File: src/rtl/stark_imul_wb_queue_pkg.sv
// Shared tag types for the integer-multiplier writeback queue.
package stark_imul_wb_queue_pkg;

  localparam int NROB_DEF = 32;

  typedef logic [8:0]                  pregno_t;
  typedef logic [5:0]                  aregno_t;
  typedef logic [NROB_DEF-1:0]         rob_bitmask_t;
  typedef logic [$clog2(NROB_DEF)-1:0] rob_ndx_t;

endpackage

File: src/rtl/stark_imul_wbq_credit.sv
// Issue credit for the non-stallable multiplier: counts issues still in the
// pipe and grants a new issue only if a queue slot is guaranteed for it.
module stark_imul_wbq_credit #(
  parameter int DEPTH = 4,
  parameter int LAT   = 3,
  parameter int CW    = $clog2(DEPTH) + 1
) (
  input  logic          clk,
  input  logic          rst,
  input  logic          issue,
  input  logic [CW-1:0] count,
  input  logic          pop,
  output logic          issue_ok
);

  logic [LAT-1:0] sr;
  logic [LAT-1:0] sr_next;
  logic [31:0]    inflight;
  logic [31:0]    used;
  logic [31:0]    limit;

  // An issue occupies the register from the cycle after it is accepted
  // until its result has been counted in the queue.
  always_comb begin
    sr_next    = sr << 1;
    sr_next[0] = issue;
    inflight   = '0;
    for (int i = 0; i < LAT; i++) inflight = inflight + 32'(sr[i]);
    used  = 32'(count) + inflight;
    limit = 32'(DEPTH) + 32'(pop);
  end

  assign issue_ok = ~rst & (used < limit);

  always_ff @(posedge clk) begin
    if (rst) sr <= '0;
    else     sr <= sr_next;
  end

endmodule

File: src/rtl/stark_imul_wb_queue.sv
// Multiplier result FIFO in front of a shared register-file write port.
// Optional same-cycle bypass when empty: define STARK_IMUL_WBQ_BYPASS_EN.
module stark_imul_wb_queue
  import stark_imul_wb_queue_pkg::*;
#(
  parameter int WID   = 64,
  parameter int DEPTH = 4,
  parameter int LAT   = 3,
  parameter int NROB  = 32
) (
  input  logic                       clk,
  input  logic                       rst,
  input  logic [NROB-1:0]            stomp,
  input  logic                       issue,
  input  logic [WID/8:0]             in_we,
  input  logic [WID-1:0]             in_data,
  input  logic [$clog2(NROB)-1:0]    in_rndx,
  input  pregno_t                    in_pRd,
  input  aregno_t                    in_aRd,
  output logic                       wb_valid,
  input  logic                       wb_ready,
  output logic [WID-1:0]             wb_data,
  output logic [WID/8:0]             wb_we,
  output logic [$clog2(NROB)-1:0]    wb_rndx,
  output pregno_t                    wb_pRd,
  output aregno_t                    wb_aRd,
  output logic                       issue_ok,
  output logic [$clog2(DEPTH):0]     count,
  output logic                       overflow
);

  localparam int AW  = $clog2(DEPTH);
  localparam int CW  = AW + 1;
  localparam int RW  = $clog2(NROB);
  localparam int WEW = WID / 8 + 1;

  typedef struct packed {
    logic           valid;
    logic           kill;
    logic [WEW-1:0] we;
    logic [WID-1:0] data;
    logic [RW-1:0]  rndx;
    pregno_t        pRd;
    aregno_t        aRd;
  } wbq_entry_t;

  wbq_entry_t    mem [DEPTH];
  logic [AW-1:0] head_ptr;
  logic [AW-1:0] tail_ptr;
  logic [CW-1:0] count_q;
  logic          overflow_q;

  wbq_entry_t head;
  logic       head_dead;
  logic       live;
  logic       pop;
  logic       push;
  logic       full;
  logic       accept;
  logic       ovf_set;

`ifdef STARK_IMUL_WBQ_BYPASS_EN
  logic byp;
  assign byp = ~rst & (count_q == '0) & (|in_we) & ~stomp[in_rndx] & wb_ready;
`endif

  // A killed head is drained on its own, one per cycle, without a write.
  always_comb begin
    head      = mem[head_ptr];
    head_dead = head.kill | stomp[head.rndx];
    live      = head.valid & ~head_dead & ~rst;
    pop       = head.valid & (head_dead | wb_ready);
    push      = |in_we;
    wb_valid  = live;
    wb_data   = live ? head.data : '0;
    wb_we     = live ? head.we   : '0;
    wb_rndx   = live ? head.rndx : '0;
    wb_pRd    = live ? head.pRd  : '0;
    wb_aRd    = live ? head.aRd  : '0;
`ifdef STARK_IMUL_WBQ_BYPASS_EN
    if (byp) begin
      push     = 1'b0;
      wb_valid = 1'b1;
      wb_data  = in_data;
      wb_we    = in_we;
      wb_rndx  = in_rndx;
      wb_pRd   = in_pRd;
      wb_aRd   = in_aRd;
    end
`endif
    full    = (count_q == CW'(DEPTH));
    accept  = push & (~full | pop);
    ovf_set = push & full & ~pop;
  end

  assign count    = rst ? '0 : count_q;
  assign overflow = overflow_q & ~rst;

  always_ff @(posedge clk) begin
    if (rst) begin
      head_ptr   <= '0;
      tail_ptr   <= '0;
      count_q    <= '0;
      overflow_q <= 1'b0;
      for (int i = 0; i < DEPTH; i++) mem[i] <= '0;
    end else begin
      for (int i = 0; i < DEPTH; i++)
        if (mem[i].valid & stomp[mem[i].rndx]) mem[i].kill <= 1'b1;
      if (pop) begin
        mem[head_ptr].valid <= 1'b0;
        head_ptr            <= head_ptr + 1'b1;
      end
      // At full with a pop the tail slot is the head being freed.
      if (accept) begin
        mem[tail_ptr] <= '{valid: 1'b1, kill: stomp[in_rndx], we: in_we,
                           data: in_data, rndx: in_rndx, pRd: in_pRd, aRd: in_aRd};
        tail_ptr      <= tail_ptr + 1'b1;
      end
      count_q <= count_q + CW'(accept) - CW'(pop);
      if (ovf_set) overflow_q <= 1'b1;
    end
  end

  stark_imul_wbq_credit #(
    .DEPTH (DEPTH),
    .LAT   (LAT),
    .CW    (CW)
  ) u_credit (
    .clk      (clk),
    .rst      (rst),
    .issue    (issue),
    .count    (count_q),
    .pop      (pop),
    .issue_ok (issue_ok)
  );

endmodule

File: config.mk
export PLATFORM = sky130hd
export DESIGN_NAME = stark_imul_wb_queue
export DESIGN_NICKNAME = d
export VERILOG_FILES = /design/src/rtl/stark_imul_wb_queue_pkg.sv /design/src/rtl/stark_imul_wbq_credit.sv /design/src/rtl/stark_imul_wb_queue.sv
export SDC_FILE = /design/constraint.sdc
export NUM_CORES = 1
export LEC_CHECK = 0
export ABC_AREA = 1
export CAP_MARGIN = 20
export CORE_UTILIZATION = 56
export CTS_CLUSTER_SIZE = 16
export DETAILED_ROUTE_END_ITERATION = 10
export MAX_ROUTING_LAYER = met4
export PLACE_DENSITY = 0.83
export SYNTH_ARGS = -nofsm -noshare
export SYNTH_HDL_FRONTEND = slang
export SYNTH_HIERARCHICAL = 1
export SYNTH_SLANG_ARGS = --single-unit
File: constraint.sdc
create_clock -name clk -period 6 [get_ports clk]
set_clock_uncertainty 0.05 [all_clocks]
set_input_delay 0.6 -clock clk [delete_from_list [all_inputs] [get_ports clk]]
set_output_delay 0.6 -clock clk [all_outputs]
set_load 0.05 [all_outputs]
==> results of run 1 <==
[flip-flops by register name, indices dropped and copies added (netlist names), named ones only]
signal,count
u_credit/sr,3
tail_ptr,2
count_q,3
overflow_q,1
head_ptr,2
mem,380
[power breakdown]
group          internal, mW  switching [mW]
Sequential             3.65           0.221
Clock                  1.42            1.02
Combinational         0.982            2.62
Total                  6.06            3.86
[cell type report]
type	instances	area share (%)
Timing Repair Buffer	259	11.13
Antenna cell	2	0.02196
Clock inverter	20	0.9111
Sequential cell	393	50.92
Multi-Input combinational cell	1257	27.29
Clock buffer	49	4.627
Tap cell	448	2.459
Inverter	159	2.635
[critical path, delay by kind of cell, from the launching register on]
family / cells / cell delay (ps)
buffers and inverters: 3 / 1830
and+or+nand+nor: 9 / 1350
AOI/OAI and AO/OA: 1 / 600
DFF: 1 / 350
[stage by stage]
| stage | cell area [um2] | total power [mW] | worst slack [ps] | instances |
|---|---|---|---|---|
| final | 22800 | 9.914 | 635.1 | 2587 |
| after global routing | 22800 | 10.37 | 521.4 | 2587 |
| after CTS | 22790 | 9.893 | 703.2 | 2585 |
| after detailed placement | 21530 | 7.474 | 1253 | 2516 |
| after global placement | 21530 | 7.381 | 1311 | 2516 |
| after floorplan | 19160 | 6.419 | 1528 | 1950 |
[synthesized netlist by cell type (all sizes together)]
cell	number
nor2	457
edfxtp	373
nand2	258
a21oi	217
inv	158
a221oi	88
clkbuf	83
o21ai	80
buf	58
nand3	57
o211ai	21
dfxtp	20
nand3b	16
ha	12
o22ai	11
o221ai	9
nand4	5
o221a	5
o31ai	4
a32oi	3
fa	3
a211oi	2
a31oi	2
nor4	2
or2	2
a32o	1
clkinv	1
nor3b	1
o2bb2ai	1
[per-layer routing]
metal / wire length (um) / up-vias / global-route usage (%)
li1: - / 7106 / -
met1: 21910 / 7424 / 41.10
met2: 26690 / 824 / 51.98
met3: 5204 / 102 / 6.867
met4: 1397 / 0 / 9.994
met5: 0 / - / -
[path summary, 6_finish.rpt]
path                        from             end  cells past startpoint
setup / recovery       flip-flop      wb_data[0]                     13
hold / removal    u_credit/sr[1]  u_credit/sr[2]                      2
setup reg to reg       flip-flop      mem[3][56]                     15
hold reg to reg   u_credit/sr[1]  u_credit/sr[2]                      2
[cell families (layout without fill, tap and decap cells)]
logic type | Yosys count | count (layout)
buffers and inverters | 300 | 487
flip-flops | 393 | 393
adder cells (fa/ha/maj) | 15 | 15
other | 0 | 2
AND/OR/NAND/NOR | 798 | 798
AO/OA/AOI/OAI | 444 | 444
==> results.toml, run 1 <==
[status]
outcome = "finished clean"

[critical_path]
r2r_slack_ps = 1470
crit_fanout = 52
crit_slowest_cell = "clkdlybuf4s50_1"
crit_top_cell = "nand3_1"
crit_required_ps = 5350
startpoint_type = "flip-flop"
worstSetupPathType = "flip-flop to output pin"
path_cells = "buf_4 > nand3_2 > nand2_4 > nand2_1 > nand3_1 > nand3_1 > nand3_1 > nand3_1 > nand2_1 > nand4_1 > buf_4 > a221oi_1 > clkdlybuf4s50_1"
crit_path_end_kind = "output pin"
worst_ep_arrival_time_ps = 4710
slowest_delay_ps = 930

[die]
io_pins = 228
rows = 67
die_area_um2 = 34970
die_h_um = 187.0
die_w_um = 187.0
initial_core_util_pct = 57.01
fp.coreArea_um2 = 33620

[cells_and_area]
fillers = 2499
area_growth_pct = 18.95
mostFrequentLayoutCells = "nor2_1, edfxtp_1, nand2_1"
drive_gt1_share_pct = 5.335
regArea_um2 = 11610
multiInputGateArea_um2 = 6221
finish.utilization_pct = 67.81
layout_commonest_cell = "nor2_1"
final_nets = 2254

[grt]
overflow = 0
grt_max_degree = 93
grt_usage_pct = 32.29
antenna_found_initial = 2
grt_pass1_vias = 15420
grt_pass1_wl_um = 85070

[synth]
synth_top_family_by_area = "simple AND/OR/NAND/NOR gates"
syn_inst = 1950
syn_area_um2 = 19160
synth_top_cell_by_area = "edfxtp_1"
synth_top_area_share_pct = 58.44
ys_seq_area_share_pct = 60.53
synth-simple-area-share_pct = 17.01
synthMuxAreaShare_pct = 0
synthXorXnorAreaFrac_pct = 0
synth_warnings = 6
ys_ff_latch = 393
synth_compound_area_share_pct = 14.20
synthTopCellsByArea = "edfxtp_1, nor2_1, a21oi_1"
ys_types = 39
syn-mean-instance-area_um2 = 9.828
synthAdderAreaFrac_pct = 1.097
synth_fp_nets = 2094

[pwr]
power_density_nw_per_um2 = 434.9
power_leakage_nw = 8.988
ir_drop_mv = 0.3160

[timing]
setup_tns_ps = 0
whs_ps = 381.5
rsz0062_at_grt = "false"
fin_crit_sh_pct = 89.42
hold_viol = 0
fmax_mhz = 186.4
min_period_ps = 5365
worst_pin_slew_ps = 1128
slew_headroom_pct = 24.82
drv_slew = 0
setup_violations = 0

[placement]
dp_hpwl_um = 33090
port_buffers = 227
gp_congestion = 1.011

[clock_network]
cts_buffer_depth = 3
cts-root-buf = "clkbuf_16"
cts_setup_buffers = 0
htree_levels = 2
cts_tree = "done"
clkLatencyLatePin_ps = 530
numCtsBuffers = 40
ctsHoldBuffers = 0
cts.clk_slew.worst_paths_ps = 60
cts_resized = 0
cts_sinks = 393

[routing]
drtIter0Drc = 1622
drt-pass1-iter-count = 5
routed_wl_um = 55210
via_per_inst = 5.974
vias = 15460
ant_nets = 0
routedWlPerCell_um = 21.34
drc = 0

[job]
maxCapViolations = 0

[worst_hold_path]
hold_path.class = "flip-flop to flip-flop"
No activity file was read; power rests on OpenSTA's default activity.
==> run 2, diff against run 1 <==
CORE_MARGIN = 2   (was unset)
clock period = 5.6 ns   (was 6 ns; I/O delays follow)
==> results.toml, run 2 (synthesized netlist as in run 1, its figures left out) <==
[status]
outcome = "finished clean"

[pwr]
power_density_nw_per_um2 = 464.6
power.switching_mw = 4.181
power_leakage_nw = 9.090
ir_drop_mv = 0.3230
p_comb_share_pct = 37.5
switching_share_pct = 39.73
total_power_mw = 10.52
seqPwrFrac_pct = 39.3
clkPwrFrac_pct = 23.2
intPower_mw = 6.341

[clock_network]
numCtsBuffers = 40
cts_setup_buffers = 0
cts-root-buf = "clkbuf_16"
cts_sinks = 393
cts.clk_slew.worst_paths_ps = 60
cts_tree = "done"
clkLatencyLatePin_ps = 530
ctsHoldBuffers = 0
cts_resized = 0
htree_levels = 2
cts_buffer_depth = 3

[placement]
dp_hpwl_um = 34140
port_buffers = 227
pre_cts_ws_ps = 1182
gp_congestion = 0.9818
placed_area_um2 = 21450

[cells_and_area]
largest_reg_flops = 380
area_growth_pct = 18.18
finalInstanceArea_um2 = 22650
largest-register = "mem"
top_regs = "mem x380, count_q x3, u_credit/sr x3"
finish.utilization_pct = 67.37
fillers = 2528
drive_gt1_share_pct = 7.761
regArea_um2 = 11610
final_nets = 2257
mostFrequentLayoutCells = "nor2_1, edfxtp_1, nand2_1"
multiInputGateArea_um2 = 6221
layout_commonest_cell = "nor2_1"

[routing]
drtIter0Drc = 1712
routed_wl_um = 56200
via_per_inst = 6.089
ant_nets = 0
drt-pass1-iter-count = 7
routedWlPerCell_um = 21.69
drc = 0
vias = 15780

[timing]
drv_slew = 0
hold_viol = 0
setup_violations = 0
fin_ws_ps = 563.4
slew_headroom_pct = 40.43
fmax_mhz = 198.5
fin_crit_sh_pct = 89.94
worst_pin_slew_ps = 893.5
min_period_ps = 5037
rsz0062_at_grt = "false"
setup_tns_ps = 0

[grt]
grt_pass1_vias = 15530
overflow = 0
grt_max_degree = 106
grt_pass1_wl_um = 85770
grt_usage_pct = 31.80
antenna_found_initial = 3

[critical_path]
crit_required_ps = 4990
crit_path_end_kind = "output pin"
startpoint_type = "flip-flop"
worstSetupPathType = "flip-flop to output pin"
slowest_delay_ps = 890
path_cells = "inv_2 > nand2_1 > nand2_1 > nand2_1 > nand2_2 > inv_2 > nand3_1 > nand3_1 > nand3_1 > nand3_1 > nand2_1 > nand4_1 > buf_12 > buf_4 > a221oi_1 > clkdlybuf4s50_1"
crit_fanout = 40
worst_ep_arrival_time_ps = 4430
crit_slowest_cell = "clkdlybuf4s50_1"

[die]
io_pins = 228
die_area_um2 = 35720
initial_core_util_pct = 57.01
rows = 67
die_h_um = 189.0
die_w_um = 189.0
fp.coreArea_um2 = 33620

[worst_hold_path]
hold_path.class = "flip-flop to flip-flop"

[job]
maxCapViolations = 0
==> run 2: cell types whose count changed in the layout (fill, tap and decap cells not counted), moves of 3 or more <==
cell | before | now
clkbuf_1 | 7 | 12
buf_12 | 2 | 5
clkdlybuf4s50_1 | 227 | 174
bufinv_16 | 4 | 1
buf_4 | 30 | 82
==> run 2: through the flow <==
step | hold slack, ps | instances
6_report | 377.9 | 2591
5_1_grt | 419.5 | 2590
4_1_cts | 384.0 | 2586
3_5_place_dp | 375.3 | 2518
3_3_place_gp | 369.1 | 2518
2_1_floorplan | 357.4 | 1950
==> run 2: layer usage <==
layer  global-route usage (%)  part of all wire [%]  wire [um]  vias up
li1                         -                     -          -     7123
met1                    41.55                    39      21780     7634
met2                    51.52                    49      27430      885
met3                    4.133                   9.4       5258      135
met4                    11.27                   3.1       1725        0
met5                        -                     0          0        -
==> run 2: worst max-delay path: cells and delay by family, from the launching register on <==
family          cells  cell delay (ps)
simple gates       10             1070
compound gates      1              360
flops               1              560
buf+inv             5             1880
==> run 2: area by class of cell <==
cell class              instances  area share (%)
diodes                          4         0.04420
clock buffers                  52           4.619
clock inverters                16          0.5027
inverters                     159           2.663
multi-input cells            1257           27.47
flip-flops and latches        393           51.26
well taps                     448           2.475
repair buffers                262           10.97
==> run 2: power by group through the flow <==
stage                     Combinational (mW)  Clock, mW  Sequential, mW
after floorplan                         2.75          0            4.13
after global placement                  3.78          0            4.16
after detailed placement                3.85          0            4.19
after CTS                               3.87       2.45            4.13
after global routing                    4.24       2.55            4.18
final                                   3.95       2.44            4.14
==> run 2: worst paths after layout <==
path / startpoint / end / slack, ps / cells after the start
min reg2reg: u_credit/sr[1] / u_credit/sr[2] / 380 / 2
min: u_credit/sr[1] / u_credit/sr[2] / 380 / 2
max: mem[0][16] / wb_data[4] / 560 / 16
max reg2reg: mem[0][16] / mem[1][34] / 1470 / 17
==> run 3, diff against run 2 <==
CAP_MARGIN = unset   (was 20)
SLEW_MARGIN = 10   (was unset)
==> results.toml, run 3 (synthesized netlist as in run 1, its figures left out) <==
[pwr]
ir_drop_mv = 0.3228
p_comb_share_pct = 37.3
power_leakage_nw = 9.078
intPower_mw = 6.323
seqPwrFrac_pct = 39.4
clkPwrFrac_pct = 23.2
switching_share_pct = 39.72
power.switching_mw = 4.167
power_density_nw_per_um2 = 463.7

[clock_network]
cts_setup_buffers = 0
cts.clk_slew.worst_paths_ps = 60
ctsHoldBuffers = 0
htree_levels = 2
numCtsBuffers = 40
clkLatencyLatePin_ps = 530
cts_sinks = 393
cts-root-buf = "clkbuf_16"
cts_buffer_depth = 3
cts_resized = 0
cts_tree = "done"

[die]
die_area_um2 = 35720
die_h_um = 189.0
rows = 67
die_w_um = 189.0
initial_core_util_pct = 57.01
fp.coreArea_um2 = 33620
io_pins = 228

[routing]
routed_wl_um = 56220
drc = 0
ant_nets = 0
via_per_inst = 6.088
drtIter0Drc = 1751
drt-pass1-iter-count = 6
vias = 15770
routedWlPerCell_um = 21.71

[cells_and_area]
fillers = 2532
drive_gt1_share_pct = 7.717
layout_commonest_cell = "nor2_1"
top_regs = "mem x380, count_q x3, u_credit/sr x3"
regArea_um2 = 11610
multiInputGateArea_um2 = 6221
largest-register = "mem"
finalInstanceArea_um2 = 22620
mostFrequentLayoutCells = "nor2_1, edfxtp_1, nand2_1"
largest_reg_flops = 380
final_nets = 2256
area_growth_pct = 18.03

[grt]
grt_usage_pct = 31.80
grt_max_degree = 106
overflow = 0
grt_pass1_wl_um = 85770
antenna_found_initial = 3
grt_pass1_vias = 15530

[timing]
slew_headroom_pct = 20.89
whs_ps = 378.3
fin_crit_sh_pct = 89.69
drv_slew = 0
rsz0062_at_grt = "false"
min_period_ps = 5023
fmax_mhz = 199.1
worst_pin_slew_ps = 1187
setup_tns_ps = 0
hold_viol = 0
setup_violations = 0

[placement]
port_buffers = 227
dp_hpwl_um = 34140
gp_congestion = 0.9818
placed_area_um2 = 21450

[critical_path]
crit_fanout = 40
startpoint_type = "flip-flop"
crit_path_end_kind = "output pin"
crit_required_ps = 4990
worst_ep_arrival_time_ps = 4410
worstSetupPathType = "flip-flop to output pin"

[status]
outcome = "finished clean"

[job]
maxCapViolations = 0

[worst_hold_path]
hold_path.class = "flip-flop to flip-flop"
-- run 3: changes by cell type in the layout (fill, tap and decap cells not counted) --
cell / previous run / this run
buf_16: 1 / 0
-- run 3: worst max-delay path, cell delays in order, from the launching register on --
cell and delay (ps):
dfxtp_4 450, inv_6 90, nand2_1 100, nand3_2 340, nand2_4 330, nand2_1 90, nand3_1 80, nand3_1 80
nand3_1 90, nand3_1 80, nand2_1 130, nand4_1 170, buf_12 270, buf_4 320, a221oi_1 350, clkdlybuf4s50_1 880
-- run 3: final cells by class --
class / instances / area share [%]
sequential: 393 / 51.32
clock inverter: 16 / 0.5033
tap: 448 / 2.478
multi-input combinational: 1257 / 27.50
clock buffer: 52 / 4.624
timing repair buffer: 261 / 10.86
antenna: 4 / 0.04425
inverter: 159 / 2.666
-- run 3: worst paths after layout --
path / from / endpoint / slack (ps) / cells past startpoint
worst min-delay path: u_credit/sr[1] / u_credit/sr[2] / 380 / 2
worst min register to register: u_credit/sr[1] / u_credit/sr[2] / 380 / 2
worst max register to register: mem[0][16] / mem[1][33] / 1500 / 17
worst max-delay path: flip-flop / wb_data[14] / 580 / 15
-- run 3: power by group through the flow --
stage	clock, mW	combinational, mW	sequential, mW
after floorplan	0	2.75	4.13
after global placement	0	3.78	4.16
after detailed placement	0	3.85	4.19
after CTS	2.45	3.87	4.13
after global routing	2.55	4.21	4.18
final	2.44	3.92	4.14
-- run 3: routing by layer --
layer,up-vias,GRT usage [%],wire length [um]
met1,7664,41.55,21760
met5,-,-,0
met4,0,11.27,1662
li1,7118,-,-
met2,858,51.52,27520
met3,128,4.133,5276
-- run 3: per-stage QoR --
step	power (mW)	util, %	setup WS (ps)	std cells
after detailed placement	8.038	63.81	1182	2518
after floorplan	6.878	-	1128	1950
after CTS	10.45	67.26	615.6	2586
after global routing	10.95	67.28	287.1	2589
final	10.49	67.29	577.2	2590
after global placement	7.943	63.81	1237	2518
